--- config.mk ---
export PLATFORM = sky130hd
export DESIGN_NAME = mem_port_arb
export DESIGN_NICKNAME = d
export VERILOG_FILES = /design/src/rtl/mem_port_arb.sv
export SDC_FILE = /design/constraint.sdc
export NUM_CORES = 1
export LEC_CHECK = 0
export BUFFER_PORTS_ARGS = -buffer_cell sky130_fd_sc_hd__buf_2
export CAP_MARGIN = 20
export CORE_AREA = 2 2 107 109
export DETAILED_ROUTE_END_ITERATION = 16
export DIE_AREA = 0 0 109 111
export PLACE_DENSITY_LB_ADDON = 0.25
export SLEW_MARGIN = 20
export SYNTH_ARGS = -nofsm -noshare
export SYNTH_HDL_FRONTEND = slang
export SYNTH_SLANG_ARGS = --single-unit
--- constraint.sdc ---
create_clock -name clk -period 2.4 [get_ports clk]
set_input_delay 0.24 -clock clk [delete_from_list [all_inputs] [get_ports clk]]
set_output_delay 0.24 -clock clk [all_outputs]
set_load 0.05 [all_outputs]
--- src/rtl/mem_port_arb.sv ---
// Two-requester arbiter for a single RAM data port: the core normally owns the port,
// and a serial loader gets either idle cycles or a bounded burst after STARVE_LIM core grants.
module mem_port_arb #(
    parameter int STARVE_LIM = 8,
    parameter int LDR_BURST  = 4
) (
    input  logic        clk,
    input  logic        rst,
    input  logic        core_req,
    input  logic [31:0] core_addr,
    input  logic [3:0]  core_wren,
    input  logic [31:0] core_din,
    output logic        core_stall,
    output logic        core_rvalid,
    input  logic        ldr_req,
    input  logic [31:0] ldr_addr,
    input  logic [3:0]  ldr_wren,
    input  logic [31:0] ldr_din,
    output logic        ldr_ack,
    output logic        ldr_rvalid,
    output logic [31:0] rdata,
    output logic [31:0] mem_addr,
    output logic [3:0]  mem_wren,
    output logic [31:0] mem_din,
    input  logic [31:0] mem_dout
);

    typedef enum logic {CORE_OWN, LDR_OWN} state_t;
    typedef enum logic [1:0] {TAG_NONE, TAG_CORE, TAG_LDR} tag_t;

    localparam logic [8:0] STARVE_LIM_W = 9'(STARVE_LIM);
    localparam logic [8:0] LDR_BURST_W  = 9'(LDR_BURST);

    state_t     state_q, state_d;
    tag_t       tag_q, tag_d;
    logic [7:0] core_cnt_q, core_cnt_d;
    logic [7:0] ldr_cnt_q, ldr_cnt_d;
    logic [8:0] core_cnt_inc, ldr_cnt_inc;
    logic       core_grant, ldr_grant;

    assign core_cnt_inc = {1'b0, core_cnt_q} + 9'd1;
    assign ldr_cnt_inc  = {1'b0, ldr_cnt_q} + 9'd1;

    always_ff @(posedge clk or posedge rst) begin
        if (rst) begin
            state_q    <= CORE_OWN;
            tag_q      <= TAG_NONE;
            core_cnt_q <= '0;
            ldr_cnt_q  <= '0;
        end else begin
            state_q    <= state_d;
            tag_q      <= tag_d;
            core_cnt_q <= core_cnt_d;
            ldr_cnt_q  <= ldr_cnt_d;
        end
    end

    // Give-away loader grants in CORE_OWN fall through untouched: no state or counter change.
    always_comb begin
        state_d    = state_q;
        core_cnt_d = core_cnt_q;
        ldr_cnt_d  = ldr_cnt_q;
        tag_d      = TAG_NONE;
        if (core_grant && core_wren == 4'b0000) begin
            tag_d = TAG_CORE;
        end else if (ldr_grant && ldr_wren == 4'b0000) begin
            tag_d = TAG_LDR;
        end
        case (state_q)
            CORE_OWN: begin
                ldr_cnt_d = '0;
                if (!ldr_req) begin
                    core_cnt_d = '0;
                end else if (core_grant) begin
                    if (core_cnt_inc >= STARVE_LIM_W) begin
                        state_d    = LDR_OWN;
                        core_cnt_d = '0;
                    end else begin
                        core_cnt_d = core_cnt_inc[7:0];
                    end
                end
            end
            LDR_OWN: begin
                core_cnt_d = '0;
                if (!ldr_req || ldr_cnt_inc >= LDR_BURST_W) begin
                    state_d   = CORE_OWN;
                    ldr_cnt_d = '0;
                end else begin
                    ldr_cnt_d = ldr_cnt_inc[7:0];
                end
            end
        endcase
    end

    always_comb begin
        core_grant = 1'b0;
        ldr_grant  = 1'b0;
        case (state_q)
            CORE_OWN: begin
                core_grant = core_req;
                ldr_grant  = !core_req && ldr_req;
            end
            LDR_OWN: begin
                ldr_grant  = ldr_req;
                core_grant = !ldr_req && core_req;
            end
        endcase
        mem_addr = '0;
        mem_wren = 4'b0000;
        mem_din  = '0;
        if (core_grant) begin
            mem_addr = core_addr;
            mem_wren = core_wren;
            mem_din  = core_din;
        end else if (ldr_grant) begin
            mem_addr = ldr_addr;
            mem_wren = ldr_wren;
            mem_din  = ldr_din;
        end
        core_stall  = core_req && !core_grant;
        ldr_ack     = ldr_grant;
        core_rvalid = (tag_q == TAG_CORE);
        ldr_rvalid  = (tag_q == TAG_LDR);
        rdata       = mem_dout;
    end

endmodule

==> parameters.txt <==
Parameter                              Value

Run status
  Outcome ... complete, no violations

Detailed routing
  Router iterations before antenna repair ... 4
  Routed vias/inst ... 4.11
  Drt first-iter violations ... 108
  Post-route DRC violation count ... 0
  Mean routed wirelength per cell ... 11.3 um
  Vias post-DR ... 2,619
  Total detailed-routing wirelength ... 7.20 mm
  Antenna-violating nets left ... 0

Clock tree
  Maximum clock path buffer count ... 2
  Clock edge transition at the registers on the reported setup and hold paths ... 60 ps
  Hold bufs inserted after CTS ... 0
  Clock latency of the later-clocked register in the worst-skew pair ... 250 ps
  Postcts setup bufs ... 0
  Num Clock Sinks ... 19
  Clock tree from TritonCTS ... yes
  PostCTS Resize Cnt ... 0
  Clock buffers created by TritonCTS ... 3
  Clock H-tree levels ... 1
  Clk root buf ... sky130_fd_sc_hd__clkbuf_16

Worst setup path
  Critical setup path kind ... flop to output pin
  Kind of launch point of the worst setup path ... flop
  Peak fanout along the critical path ... 41
  Crit. End Element ... output pin
  Cell at the slowest stage of the critical path ... sky130_fd_sc_hd__dfrtp_1
  Critical path data arrival time ... 1730 ps
  Cell Chain, Critical Path ... nand2_4, and2_4, buf_4, nand2_1, o21ai_0, buf_2
  Data required time at the worst endpoint ... roughly 2200 ps
  Worst path max stage delay ... 420 ps

Yosys
  Cell with the most instances after synthesis ... sky130_fd_sc_hd__nand2_1
  Number of distinct library cells after synthesis ... 31
  Post-synthesis register bit count ... 19
  Ranking of synthesized cells by instance count ... sky130_fd_sc_hd__nand2_1, sky130_fd_sc_hd__o21ai_1, sky130_fd_sc_hd__buf_4
  Leading cell types by total area after synthesis ... sky130_fd_sc_hd__nand2_1, sky130_fd_sc_hd__dfrtp_1, sky130_fd_sc_hd__buf_4, sky130_fd_sc_hd__o21ai_1, sky130_fd_sc_hd__o21ai_0
  Library cell with the largest summed area after synthesis ... sky130_fd_sc_hd__nand2_1
  Netlist Area Pre-Place ... 2040 sq um
  Post-synth ARST share ... 1.00
  Mapped Avg Cell Area ... 6.23 sq um
  Cells after synthesis ... 327
  EDFF count, synth ... 0
  Yosys Warn Count ... 0
  Most used DFF post-synth ... sky130_fd_sc_hd__dfrtp_1
  Area share of the largest cell type after synthesis ... 0.256
  Sequential share of the synthesized area ... 0.234

Timing
  Final period utilization ... 0.821
  Final Hold Fails ... 0
  Final hold slack ... between 90 and 100 ps
  Post-route setup slack ... 431 ps
  Total count of max-transition violations in the final report ... 0
  Post-Route Setup TNS ... 0 ps
  Worst slew margin relative to its limit ... 0.514
  Clock skew ... 3.71 ps
  Setup repair after global routing missed its margin ... no
  Final-report setup violation count ... 0
  Min Tclk post-route ... about 2000 ps
  Highest attainable clock frequency ... 508 MHz
  Worst-margin pin slew ... 729 ps

Cells and area
  Layout cell share with drive strength beyond 1 ... 0.455
  Fin nets ... 671
  Final cell area excluding filler cells ... 3050 sq um
  Utilization of the core after routing ... 0.275
  Area of all sequential standard cells ... between 400 and 500 sq um
  Total area of multi-input combinational cells ... 1210 sq um
  Final-layout fill cell count ... about 1.3k
  Non-filler cells in the finished layout ... 638
  Area growth from synthesis to final layout ... 49.8%
  Antenna diodes ... 0

Pwr
  Comb pwr share ... 0.500
  Fraction of power spent switching nets ... 0.450
  Leakage Power ... approximately 1.8 nW
  Clock group share of total power ... 0.254
  Power after layout ... 1.36 mW
  Power Internal ... 0.749 mW
  Net switching power figure ... 0.613 mW
  Worst ir drop on vdd ... 0.000292 V
  Share of total power in sequential cells ... 0.246
  Pwr dens ... ~450 nW/um^2

Place
  Number of instances in the placed design ... approximately 630
  Setup Slack @ Placement ... 612 ps
  Half-perimeter wire length after placement ... 5.86 mm
  Total cell area at the placement stage ... 2970 sq um
  Weighted congestion reported at the end of routability-driven placement ... just under 0.8
  Number of buffers added on ports ... 211

Die
  Die Outline Area ... roughly 12,000 sq um
  Num rows ... 39
  Core Region ... 11,100 sq um
  Boundary Pins ... 276
  Die height ... 111 um
  Horizontal extent of the die ... 109 um
  Starting density of the core ... 0.184

Global route
  Largest net degree at the start of global routing ... 73
  Overflow after GRT ... 0
  Global-route wire length before repair ... 10.5 mm
  Initial antenna violation count ... 0
  Combined global-route utilization of all metal layers ... 0.105
  Via count of the first global-routing pass ... 2,345

Worst hold path
  Min-delay worst type ... primary input to async pin

Run
  Number of maximum-capacitance constraint violations ... 0
[per-layer routing]
metal,vias to the layer above,wire length [um],global-route usage
met5,-,0,0
met4,0,133,0.0316
met3,17,574,0.0141
met2,120,3710,0.200
met1,1131,2780,0.118
li1,1351,-,-
[power by group through the flow]
stage / logic, mW / clock network (mW) / registers, mW
2_1_floorplan: 0.614 / 0 / 0.340
3_3_place_gp: 0.680 / 0 / 0.341
3_5_place_dp: 0.686 / 0 / 0.341
4_1_cts: 0.687 / 0.357 / 0.336
5_1_grt: 0.733 / 0.364 / 0.336
6_report: 0.681 / 0.346 / 0.336
[registers in the layout, indices dropped and copies added, names as in the netlist]
name	flops
tag_q	2
state_q	1
core_cnt_q	8
ldr_cnt_q	8
[cell families (layout without fill, tap and decap cells)]
| kind of cell | after synthesis | count (layout) | share of synthesized area |
|---|---|---|---|
| XOR/XNOR | 1 | 1 | 0.00430 |
| adder cells (fa/ha/maj) | 3 | 3 | 0.0184 |
| flip-flops | 19 | 19 | 0.234 |
| multiplexers | 3 | 3 | 0.0148 |
| other | 1 | 6 | 0.00184 |
| buffers and inverters | 58 | 221 | 0.184 |
| AO/OA/AOI/OAI | 73 | 73 | 0.184 |
| AND/OR/NAND/NOR | 169 | 169 | 0.359 |
[worst max-delay path: cells and delay by family, from the launching register on]
family / cells / cell delay, ps
buffers and inverters: 2 / 600
DFF: 1 / 420
AOI/OAI and AO/OA: 1 / 90
and+or+nand+nor: 3 / 360
[layout by cell type (no fill, tap or decap), types with 4 or more instances in the layout]
cell / instances
sky130_fd_sc_hd__nand2_1: 139
sky130_fd_sc_hd__nor2b_1: 4
sky130_fd_sc_hd__conb_1: 6
sky130_fd_sc_hd__and2_1: 7
sky130_fd_sc_hd__o21ai_1: 40
sky130_fd_sc_hd__buf_2: 211
sky130_fd_sc_hd__dfrtp_1: 19
sky130_fd_sc_hd__o21ai_0: 28
[final timing paths]
kind | from | end | slack (ps) | cells past startpoint
hold / removal | rst | ldr_cnt_q[3]$_DFF_PP0_ | 90 | 2
min in group clk | ldr_wren[3] | tag_q[1]$_DFF_PP0_ | 340 | 3
max in group asynchronous | rst | core_cnt_q[7]$_DFFE_PP0P_ | 1850 | 2
hold reg to reg | ldr_cnt_q[0]$_DFF_PP0_ | ldr_cnt_q[0]$_DFF_PP0_ | 460 | 1
setup / recovery | state_q$_DFF_PP0_ | mem_addr[24] | 430 | 6
setup reg to reg | core_cnt_q[0]$_DFFE_PP0P_ | state_q$_DFF_PP0_ | 900 | 5
[area by class of cell]
| type | instances | share of cell area |
|---|---|---|
| clock buffers | 3 | 0.0246 |
| well taps | 143 | 0.0587 |
| multi-input cells | 255 | 0.396 |
| inverters | 2 | 0.00246 |
| repair buffers | 215 | 0.360 |
| flip-flops and latches | 19 | 0.156 |
| clock inverters | 1 | 0.00246 |
No activity file was read; power rests on OpenSTA's default activity.
